File: src/rtl/conv_feed_pkg.sv
// Shared defaults and FSM encoding for the convolution feed controller.
package conv_feed_pkg;
  localparam int N_TAP_DEF     = 32;
  localparam int DW_DEF        = 4;
  localparam int OW_DEF        = 13;
  localparam int RES_DEPTH_DEF = 4;

  typedef enum logic [1:0] {
    COLLECT = 2'd0,
    FIRE_W  = 2'd1,
    WAIT_CR = 2'd2,
    FIRE_I  = 2'd3
  } feed_state_e;

  // LSB of lane k in a packed lane bus
  function automatic int lane_lsb(input int k, input int dw);
    return k * dw;
  endfunction
endpackage

File: src/rtl/conv_feed_res_fifo.sv
// Result FIFO: wrap-around pointers one bit wider than the address, head exposed combinationally.
module conv_feed_res_fifo #(
  parameter int W     = 13,
  parameter int DEPTH = 4
) (
  input  logic                       clk,
  input  logic                       rst_n,
  input  logic                       push,
  input  logic [W-1:0]               push_data,
  input  logic                       pop,
  output logic [W-1:0]               head,
  output logic                       full,
  output logic                       empty,
  output logic [$clog2(DEPTH):0]     count
);
  localparam int AW = $clog2(DEPTH);

  logic [AW:0]  wr_ptr_q, wr_ptr_d, rd_ptr_q, rd_ptr_d;
  logic [W-1:0] mem_q [DEPTH];
  logic         do_push, do_pop;

  assign count   = wr_ptr_q - rd_ptr_q;
  assign empty   = (wr_ptr_q == rd_ptr_q);
  assign full    = (count == (AW+1)'(DEPTH));
  assign do_push = push & ~full;
  assign do_pop  = pop & ~empty;
  assign head    = mem_q[rd_ptr_q[AW-1:0]];

  always_comb begin
    wr_ptr_d = wr_ptr_q;
    rd_ptr_d = rd_ptr_q;
    if (do_push) wr_ptr_d = wr_ptr_q + (AW+1)'(1);
    if (do_pop)  rd_ptr_d = rd_ptr_q + (AW+1)'(1);
  end

  always_ff @(posedge clk or negedge rst_n) begin
    if (!rst_n) begin
      wr_ptr_q <= '0;
      rd_ptr_q <= '0;
    end else begin
      wr_ptr_q <= wr_ptr_d;
      rd_ptr_q <= rd_ptr_d;
    end
  end

  always_ff @(posedge clk) begin
    if (do_push) mem_q[wr_ptr_q[AW-1:0]] <= push_data;
  end
endmodule

File: src/rtl/conv_feed_ctrl.sv
// Packs a nibble stream into weight/IFM lane vectors, fires them into the conv core and
// queues its results under credit flow control. CONV_FEED_PERF_CNT_EN adds the res_cnt port.
module conv_feed_ctrl
  import conv_feed_pkg::*;
#(
  parameter int N_TAP     = N_TAP_DEF,
  parameter int DW        = DW_DEF,
  parameter int OW        = OW_DEF,
  parameter int RES_DEPTH = RES_DEPTH_DEF
) (
  input  logic                clk,
  input  logic                rst_n,
  input  logic                s_valid,
  output logic                s_ready,
  input  logic [DW-1:0]       s_data,
  input  logic                s_kind,
  output logic                weight_valid,
  output logic                in_valid,
  output logic [N_TAP*DW-1:0] w_bus,
  output logic [N_TAP*DW-1:0] ifm_bus,
  input  logic                c_out_valid,
  input  logic [OW-1:0]       c_ofm,
  output logic                r_valid,
  input  logic                r_ready,
  output logic [OW-1:0]       r_data,
  output logic                w_loaded,
  output logic                err
`ifdef CONV_FEED_PERF_CNT_EN
  ,
  output logic [15:0]         res_cnt
`endif
);
  localparam int LW = $clog2(N_TAP);
  localparam int CW = $clog2(RES_DEPTH) + 1;
  localparam int VW = N_TAP * DW;

  feed_state_e   state_q, state_d;
  logic [LW-1:0] lane_q, lane_d;
  logic          kind_q, kind_d;
  logic [VW-1:0] stage_q, stage_d, w_bus_q, w_bus_d, ifm_bus_q, ifm_bus_d;
  logic          weight_valid_q, weight_valid_d, in_valid_q, in_valid_d;
  logic          s_ready_q, s_ready_d, w_loaded_q, w_loaded_d, err_q, err_d;
  logic [CW-1:0] inflight_q, inflight_d;

  logic [CW-1:0] fifo_count;
  logic [CW:0]   used;
  logic          fifo_full, fifo_empty, accept, fire_i, ret_ok, push, pop, credit_ok, is_weight;

  assign accept    = s_valid & s_ready_q;
  assign used      = {1'b0, fifo_count} + {1'b0, inflight_q};
  assign credit_ok = used < (CW+1)'(RES_DEPTH);
  assign ret_ok    = c_out_valid & (inflight_q != '0);
  assign push      = ret_ok & ~fifo_full;
  assign pop       = r_ready & ~fifo_empty;
  assign is_weight = (lane_q == '0) ? s_kind : kind_q;

  always_comb begin
    state_d        = state_q;
    lane_d         = lane_q;
    kind_d         = kind_q;
    stage_d        = stage_q;
    w_bus_d        = w_bus_q;
    ifm_bus_d      = ifm_bus_q;
    weight_valid_d = 1'b0;
    in_valid_d     = 1'b0;
    s_ready_d      = s_ready_q;
    w_loaded_d     = w_loaded_q;
    fire_i         = 1'b0;
    case (state_q)
      COLLECT: begin
        s_ready_d = 1'b1;
        if (accept) begin
          stage_d[lane_lsb(int'(lane_q), DW) +: DW] = s_data;
          if (lane_q == '0) kind_d = s_kind;
          if (lane_q == LW'(N_TAP-1)) begin
            lane_d    = '0;
            s_ready_d = 1'b0;
            state_d   = is_weight ? FIRE_W : WAIT_CR;
          end else begin
            lane_d = lane_q + LW'(1);
          end
        end
      end
      FIRE_W: begin
        w_bus_d        = stage_q;
        weight_valid_d = 1'b1;
        w_loaded_d     = 1'b1;
        s_ready_d      = 1'b1;
        state_d        = COLLECT;
      end
      WAIT_CR: begin
        if (credit_ok) state_d = FIRE_I;
      end
      FIRE_I: begin
        ifm_bus_d  = stage_q;
        in_valid_d = 1'b1;
        fire_i     = 1'b1;
        s_ready_d  = 1'b1;
        state_d    = COLLECT;
      end
      default: state_d = COLLECT;
    endcase

    // A fire and a return in the same cycle cancel out
    inflight_d = inflight_q;
    case ({fire_i, ret_ok})
      2'b10:   inflight_d = inflight_q + CW'(1);
      2'b01:   inflight_d = inflight_q - CW'(1);
      default: inflight_d = inflight_q;
    endcase

    err_d = err_q | (c_out_valid & ((inflight_q == '0) | fifo_full));
  end

  always_ff @(posedge clk or negedge rst_n) begin
    if (!rst_n) begin
      state_q        <= COLLECT;
      lane_q         <= '0;
      kind_q         <= 1'b0;
      stage_q        <= '0;
      w_bus_q        <= '0;
      ifm_bus_q      <= '0;
      weight_valid_q <= 1'b0;
      in_valid_q     <= 1'b0;
      s_ready_q      <= 1'b0;
      w_loaded_q     <= 1'b0;
      err_q          <= 1'b0;
      inflight_q     <= '0;
    end else begin
      state_q        <= state_d;
      lane_q         <= lane_d;
      kind_q         <= kind_d;
      stage_q        <= stage_d;
      w_bus_q        <= w_bus_d;
      ifm_bus_q      <= ifm_bus_d;
      weight_valid_q <= weight_valid_d;
      in_valid_q     <= in_valid_d;
      s_ready_q      <= s_ready_d;
      w_loaded_q     <= w_loaded_d;
      err_q          <= err_d;
      inflight_q     <= inflight_d;
    end
  end

  conv_feed_res_fifo #(.W(OW), .DEPTH(RES_DEPTH)) u_res_fifo (
    .clk       (clk),
    .rst_n     (rst_n),
    .push      (push),
    .push_data (c_ofm),
    .pop       (pop),
    .head      (r_data),
    .full      (fifo_full),
    .empty     (fifo_empty),
    .count     (fifo_count)
  );

  assign s_ready      = s_ready_q;
  assign weight_valid = weight_valid_q;
  assign in_valid     = in_valid_q;
  assign w_bus        = w_bus_q;
  assign ifm_bus      = ifm_bus_q;
  assign r_valid      = ~fifo_empty;
  assign w_loaded     = w_loaded_q;
  assign err          = err_q;

`ifdef CONV_FEED_PERF_CNT_EN
  logic [15:0] res_cnt_q, res_cnt_d;
  assign res_cnt_d = res_cnt_q + 16'(pop);
  always_ff @(posedge clk or negedge rst_n) begin
    if (!rst_n) res_cnt_q <= '0;
    else        res_cnt_q <= res_cnt_d;
  end
  assign res_cnt = res_cnt_q;
`endif
endmodule

File: config.mk
export PLATFORM = sky130hd
export DESIGN_NAME = conv_feed_ctrl
export DESIGN_NICKNAME = d
export VERILOG_FILES = /design/src/rtl/conv_feed_pkg.sv /design/src/rtl/conv_feed_res_fifo.sv /design/src/rtl/conv_feed_ctrl.sv
export SDC_FILE = /design/constraint.sdc
export NUM_CORES = 1
export LEC_CHECK = 0
export CAP_MARGIN = 20
export CORE_ASPECT_RATIO = 1.4
export CORE_MARGIN = 10
export CORE_UTILIZATION = 53
export DETAILED_ROUTE_END_ITERATION = 12
export GPL_ROUTABILITY_DRIVEN = 0
export PLACE_DENSITY = 0.8
export SYNTH_ARGS = -nofsm -noshare
export SYNTH_HDL_FRONTEND = slang
export SYNTH_SLANG_ARGS = --single-unit
File: constraint.sdc
create_clock -name clk -period 3.9 [get_ports clk]
set_clock_uncertainty 0.15 [all_clocks]
set_input_delay 0.39 -clock clk [delete_from_list [all_inputs] [get_ports clk]]
set_output_delay 0.39 -clock clk [all_outputs]
set_load 0.05 [all_outputs]
==> impl_metrics.ini <==
[run_status]
status = complete, no violations

[synth]
yosys_warnings = 0
synth_edf_count = 52
synth_top_area_cell = dfrtp_1
syn-cell-area_um2 = 17840
syn_nets = 1205
synth_area_per_cell_um2 = 15.30
ys_types = 52
synth_cells = 1166
netlist_top_cells_area = dfrtp_1 57%, mux2_2 21%, edfxtp_1 8.8%
synth-seq-cells = 458
synth_top_area_frac = 0.5696
yosysSeqAreaShare = 0.6572
synth_ff_type = dfrtp_1
postSynth.asyncResetShare = 0.8865

[clock_tree]
cts_buffers = 44
clk_path_buf_depth = 3
clock-sinks = 458
postCtsSetupBuffers = 0
clk_pin_slew_ps = 60
cts-root-buf = clkbuf_16
tritoncts = done
worstSkewPairLatency_ps = 550
ctsHtreeMaxLevel = 2

[detailed_routing]
viasPerCell = 5.488
wl_per_cell_um = 22.82
route.vias.total = 10696
drt-total-wl_mm = 44.49
firstDrtPassIters = 5
drtAntennaViolNets = 0
first_iter_violations = 553
route.detailed.drc = 0

[timing]
finalSetupViolations = 0
hold_violations = 0
fin_tns_setup_ps = 0
max_slew_margin = 0.4592
fmax_ghz = 0.3073
worstMarginPinSlew_ps = 806.4
rsz0062_at_grt = no
layout_setup_ws_ps = 645.6
layout_min_cycle_time_ps = 3254
fin_crit_sh = 0.8345
finalMaxSlewViolations = 0

[worst_setup_path]
start_kind = register
crit_type = register to register
critPathCaptureType = register
cp.arrival_ps = 3550
crit_required_ps = 4200
crit_fanout = 16

[die]
initial_core_util = 0.5370
row_count = 79
die_y_um = 237.1
die-area_um2 = 41490
ios = 298
die_w_um = 175.0
core-area_um2 = 33210

[placement]
dp_hpwl_mm = 31.23
pre_cts_ws_ps = 712.0
port_buffers = 297
dp.cells = 1865
dpl_cell_area_um2 = 21350

[layout]
stdcell_count = 1949
seq_area_um2 = 11720
multiInputGateArea_um2 = 5839
design_area_um2 = 22900
areaGrowthSynthToFinish_pct = 28.38
drive_gt1_frac = 0.3034
nFillCells = 2302
fin_nets = 1506

[power_and_ir_drop]
ir_worst_vdd_v = 0.0004208
p_leak_nw = 10.57
power.density_nw_per_um2 = 650.7

[global_routing]
overflow = 0
grt_pass1_vias = 11605
grt_antenna_before_repair = 1
grt_max_degree = 102
grt_pass1_wl_mm = 69.74
track_usage = 0.2133

[hold_path]
hold_class = primary input to asynchronous set/reset pin

[run]
maxCapViolCount = 0
[registers in the layout (all words and copies together), names as in the netlist]
register and cells:
ifm_bus 128, stage_q 128, w_bus 128, u_res_fifo.mem_q 52, lane_q 5, inflight_q 3
u_res_fifo.rd_ptr_q 3, u_res_fifo.wr_ptr_q 3, state_q 2, err 1, in_valid 1, kind_q 1
s_ready 1, w_loaded 1, weight_valid 1
[cell usage in the layout, fill, tap and decap left out, types with 3 or more instances in the layout]
cell	instances
clkbuf_16	46
nand3b_1	5
nor3_1	4
inv_1	14
nand2_1	27
ha_1	14
or2_4	3
nor2_1	20
nor2b_1	4
buf_4	11
and3_1	11
dfrtp_1	406
edfxtp_1	52
clkinv_2	8
o21ai_1	29
clkbuf_8	12
or2_1	8
xor2_1	4
nand2b_1	13
clkdlybuf4s50_1	296
bufinv_16	4
clkbuf_1	9
xnor2_1	5
or2_2	7
o21ai_0	76
and2_1	12
mux2i_1	3
buf_12	6
nand3_1	7
mux2_2	335
mux4_2	13
[where the power goes]
group / total [W] / leakage, nW / switching, W / internal (W)
Clock: 0.00444 / 0.761 / 0.00177 / 0.00266
Combinational: 0.00429 / 3.73 / 0.00269 / 0.00160
Sequential: 0.00618 / 6.08 / 0.000595 / 0.00558
Total: 0.0149 / 10.6 / 0.00506 / 0.00984
[cells by family (layout without fill, tap and decap cells)]
logic type | after synthesis | count (layout) | share of synthesized area
buffers and inverters | 74 | 411 | 0.01663
adder cells (fa/ha/maj) | 16 | 16 | 0.01207
XOR/XNOR | 9 | 9 | 0.004419
AO/OA/AOI/OAI | 123 | 123 | 0.03739
AND/OR/NAND/NOR | 133 | 133 | 0.04146
other | 0 | 1 | 0
flip-flops | 458 | 458 | 0.6572
multiplexers | 353 | 353 | 0.2309
[final cells by class]
type                       instances  area share
sequential                       458      0.5119
antenna                            1   0.0001093
multi-input combinational        634      0.2550
tap                              445     0.02432
clock buffer                      67     0.05896
inverter                          14    0.002295
timing repair buffer             315      0.1393
clock inverter                    15    0.008087
[worst max-delay path: stages, from the launching register on]
cell	delay (ps)
dfrtp_1	580
inv_1	110
ha_1	320
and2_1	180
ha_1	240
a211oi_2	340
nand3b_1	530
or2_2	500
o21ai_0	200
[final timing paths]
kind                                 from      endpoint  slack, ps  cells past startpoint
max in group asynchronous           rst_n    w_bus[114]       2360                      3
worst min-delay path                rst_n  ifm_bus[103]        290                      2
worst max-delay path            lane_q[0]  stage_q[122]        650                      8
min in group clk                      err           err        320                      1
worst max register to register  lane_q[0]  stage_q[122]        650                      8
worst min register to register        err           err        320                      1
[synth_stat cells (3+ instances only)]
library cell / count
nor2b_1: 5
o21ai_1: 29
nand2_1: 28
and2_1: 12
and3_1: 11
o21ai_0: 76
inv_1: 14
mux2_2: 335
or2_2: 7
xor2_1: 4
xnor2_1: 5
nor3_1: 4
mux2i_1: 3
nand3_1: 7
clkbuf_1: 55
dfrtp_1: 406
nor2_1: 20
ha_1: 14
nand3b_1: 5
mux4_2: 13
nand2b_1: 13
or2_4: 3
edfxtp_1: 52
or2_1: 8
buf_2: 3
[metrics by stage]
| stage | total power, W | util | hold slack, ps |
|---|---|---|---|
| after floorplan | 0.008984 | - | -55.59 |
| after global placement | 0.01043 | 0.6429 | 283.3 |
| after detailed placement | 0.01057 | 0.6429 | 291.4 |
| after CTS | 0.01502 | 0.6894 | 312.9 |
| after global routing | 0.01557 | 0.6895 | 335.0 |
| final | 0.01490 | 0.6895 | 291.0 |
[routing by layer]
| metal | GRT usage | up-vias | wire, um |
|---|---|---|---|
| li1 | - | 4780 | - |
| met1 | 0.2399 | 5600 | 16740 |
| met2 | 0.3937 | 264 | 24390 |
| met3 | 0.05112 | 52 | 2444 |
| met4 | 0.05639 | 0 | 909 |
| met5 | 0 | - | 0 |
[repair_timing]
| item | in CTS | in global routing |
|---|---|---|
| hold buffers | 1 | 0 |
| resized for setup | 0 | 0 |
| hold endpoints to repair | 81 | 0 |
Power figures use the tool's default switching activity.
==> patch, RTL diff (config.mk and constraints unchanged) <==
Change the package constant `N_TAP_DEF` from 32 to 64.
--- a/src/rtl/conv_feed_pkg.sv
+++ b/src/rtl/conv_feed_pkg.sv
@@ -2,3 +2,3 @@
 package conv_feed_pkg;
-  localparam int N_TAP_DEF     = 32;
+  localparam int N_TAP_DEF     = 64;
   localparam int DW_DEF        = 4;
Interface: changed (resized ifm_bus and w_bus); port bits go from 298 to 554. No check against the original RTL was run, so the function may have changed too.
==> patch against the original RTL <==
  * Utilization shrank 0.57 points
  * Wire length increased by 140%
  * Design area increased by 88%
  * Total power grew 53%
  * Setup slack lost 0.27 ns
  * Combinational power is 7.9% higher
  * Sequential cell count up 385
  * Sequential share of layout area shrank 1.5 points
  * Area after synthesis is 88% higher
  * Critical path type unchanged
  * Largest cell class unchanged
  * Highest routed layer is now met5
==> patch: results (changes against the original RTL) <==
status: completed (unchanged)
Peak VDD IR: 0.431 mV (was 0.421 mV)
WP data arrival: 3.88 ns (was 3.55 ns)
# H-tree levels: 3 (was 2)
Post-Layout Cell Count: 4,139 (was 1,949)
syn_area_per_cell: 12.5 sq um (was 15.3 sq um)
Clock Root Buffer: clkbuf_16 (unchanged)
GRT overflow: 0 (unchanged)
Min-Delay Path Class: input port to asynchronous set/reset pin (unchanged)
vias in the first global route: 24,900 (was 11,600)
pin count of the biggest net entering global routing: 150 (was 102)
hpwl dp: 77,500 um (was 31,200 um)
wl on met1: 38,700 um (was 16,700 um)
Slew headroom: 23.8% (was 45.9%)
Placed Cells: 3,989 (was 1,865)
Critical Path Max Stage Delay: 0.53 ns (was 0.58 ns)
Synth warnings: 0 (unchanged)
port bufs: 553 (was 297)
Met3 Wirelength: 7470 um (was 2440 um)
fillers: 4,421 (was 2,302)
Post-synth ARST share: 93.8% (was 88.6%)
Syn Nets: 2,722 (was 1,205)
Worst-path clk slew: 0.06 ns (about the same)
Static Leak: 20.9 nW (was 10.6 nW)
drt initial violations: 1,888 (was 553)
Seq/Total Area, Yosys: 63.7% (was 65.7%)
Distinct cells, synth: 69 (was 52)
via/cell ratio: 5.69 (was 5.49)
postcts setup bufs: 0 (unchanged)
reg2reg path depth: 8 (unchanged)
predominant post-synthesis flop cell: dfrtp_1 (unchanged)
critical path fanouts, max: 13 (was 16)
top cells by area, synth: dfrtp_1 (59%), mux2_2 (16%), nand2_1 (8.7%) (was dfrtp_1 (57%), mux2_2 (21%), edfxtp_1 (8.8%))
Post-synth EDFFs: 52 (unchanged)
DR pass1 iterations: 6 (was 5)
layout net count: 3,278 (was 1,506)
uppermost layer routed: met5 (was met4)
wire length of the first global-routing pass: 159,000 um (was 69,700 um)
Global Route Usage Sum: 28.2% (was 21.3%)
share of cells above drive strength 1: 22.2% (was 30.3%)
DR WL/cell: 25.6 um (was 22.8 um)
clk buf depth: 3 (unchanged)
critical path's slowest cell: nor3_1 (was dfrtp_1)
initial antenna violation count: 2 (was 1)
Top delay family on crit path: simple AND/OR/NAND/NOR gates (unchanged)
top cells by count, synth: dfrtp_1 (791), nand2_1 (779), mux2_2 (479) (was dfrtp_1 (406), mux2_2 (335), o21ai_0 (76))
WL met2: 53,900 um (was 24,400 um)
Clock Latency Late Sink: 0.64 ns (was 0.55 ns)
CTS Buf Count: 79 (was 44)
post-cts repair resize count: 0 (unchanged)
patch: cell count changes after synthesis, sizes merged, moves of 14 or more:
cell,change
nor4,+17
a211oi,+16
nand2,+752
buf,+28
or2,-14
o21ai,-70
nor3,+46
nor2,+20
o31ai,+20
mux2,+147
dfrtp,+385
clkbuf,+57
patch: path summary, 6_finish.rpt:
path / start / endpoint / slack [ns]
max in group asynchronous: rst_n / stage_q[197] / 2.15
worst max register to register: lane_q[1] / stage_q[6] / 0.38
min in group clk: c_ofm[8] / u_res_fifo.mem_q[1][8] / 0.27
worst min-delay path: rst_n / stage_q[251] / 0.23
worst max-delay path: lane_q[1] / stage_q[6] / 0.38
worst min register to register: w_bus[23] / w_bus[23] / 0.32
patch: repair_timing:
| action | in CTS | in global routing |
|---|---|---|
| endpoints found under the setup margin | 0 | 0 |
| hold endpoints to repair | 65 | 0 |
| hold buffers | 1 | 0 |
patch: metal layers:
layer,up-vias,GRT usage [%]
met3,292,6.17
met1,12000,32.4
met2,1022,48.7
met5,-,0
li1,10200,-
met4,4,14.4
patch: cells by family after synthesis:
kind of cell,count (synthesis),synth area share (%)
AND/OR/NAND/NOR,1002,12.7
flip-flops,843,63.7
multiplexers,509,17.5
buffers and inverters,171,2.02
AO/OA/AOI/OAI,126,2.91
XOR/XNOR,18,0.534
adder cells (fa/ha/maj),15,0.605
patch: stage by stage:
step	setup WS, ns	util, %	instance area (sq um)	hold slack (ns)
after floorplan	0.301	-	33500	-0.0556
after global placement	0.518	64.0	40200	0.300
after detailed placement	0.383	64.0	40200	0.311
after CTS	0.408	68.3	43000	0.241
after global routing	0.264	68.4	43000	0.265
final	0.375	68.4	43000	0.233
patch: worst register-to-register path, delay by kind of cell, from the launching register on:
family / cells / cell delay, ns
buf+inv: 2 / 0.50
fa+ha+maj: 1 / 0.44
mux: 1 / 0.34
flops: 1 / 0.47
simple gates: 4 / 1.50
patch: cell type report:
| class | count | area [sq um] | share of cell area [%] |
|---|---|---|---|
| antenna | 1 | 2.50 | 0.00582 |
| clock buffer | 116 | 2310 | 5.38 |
| clock inverter | 31 | 423 | 0.984 |
| inverter | 26 | 105 | 0.244 |
| multi-input combinational | 1670 | 11500 | 26.8 |
| sequential | 843 | 21400 | 49.7 |
| tap | 832 | 1040 | 2.42 |
| timing repair buffer | 620 | 6220 | 14.5 |
patch: power by group:
part / switching (mW) / leakage [nW] / internal, mW
combinational: 3.16 / 8.15 / 1.47
clock: 3.42 / 1.35 / 4.69
sequential: 0.572 / 11.4 / 9.43
total: 7.15 / 20.9 / 15.6
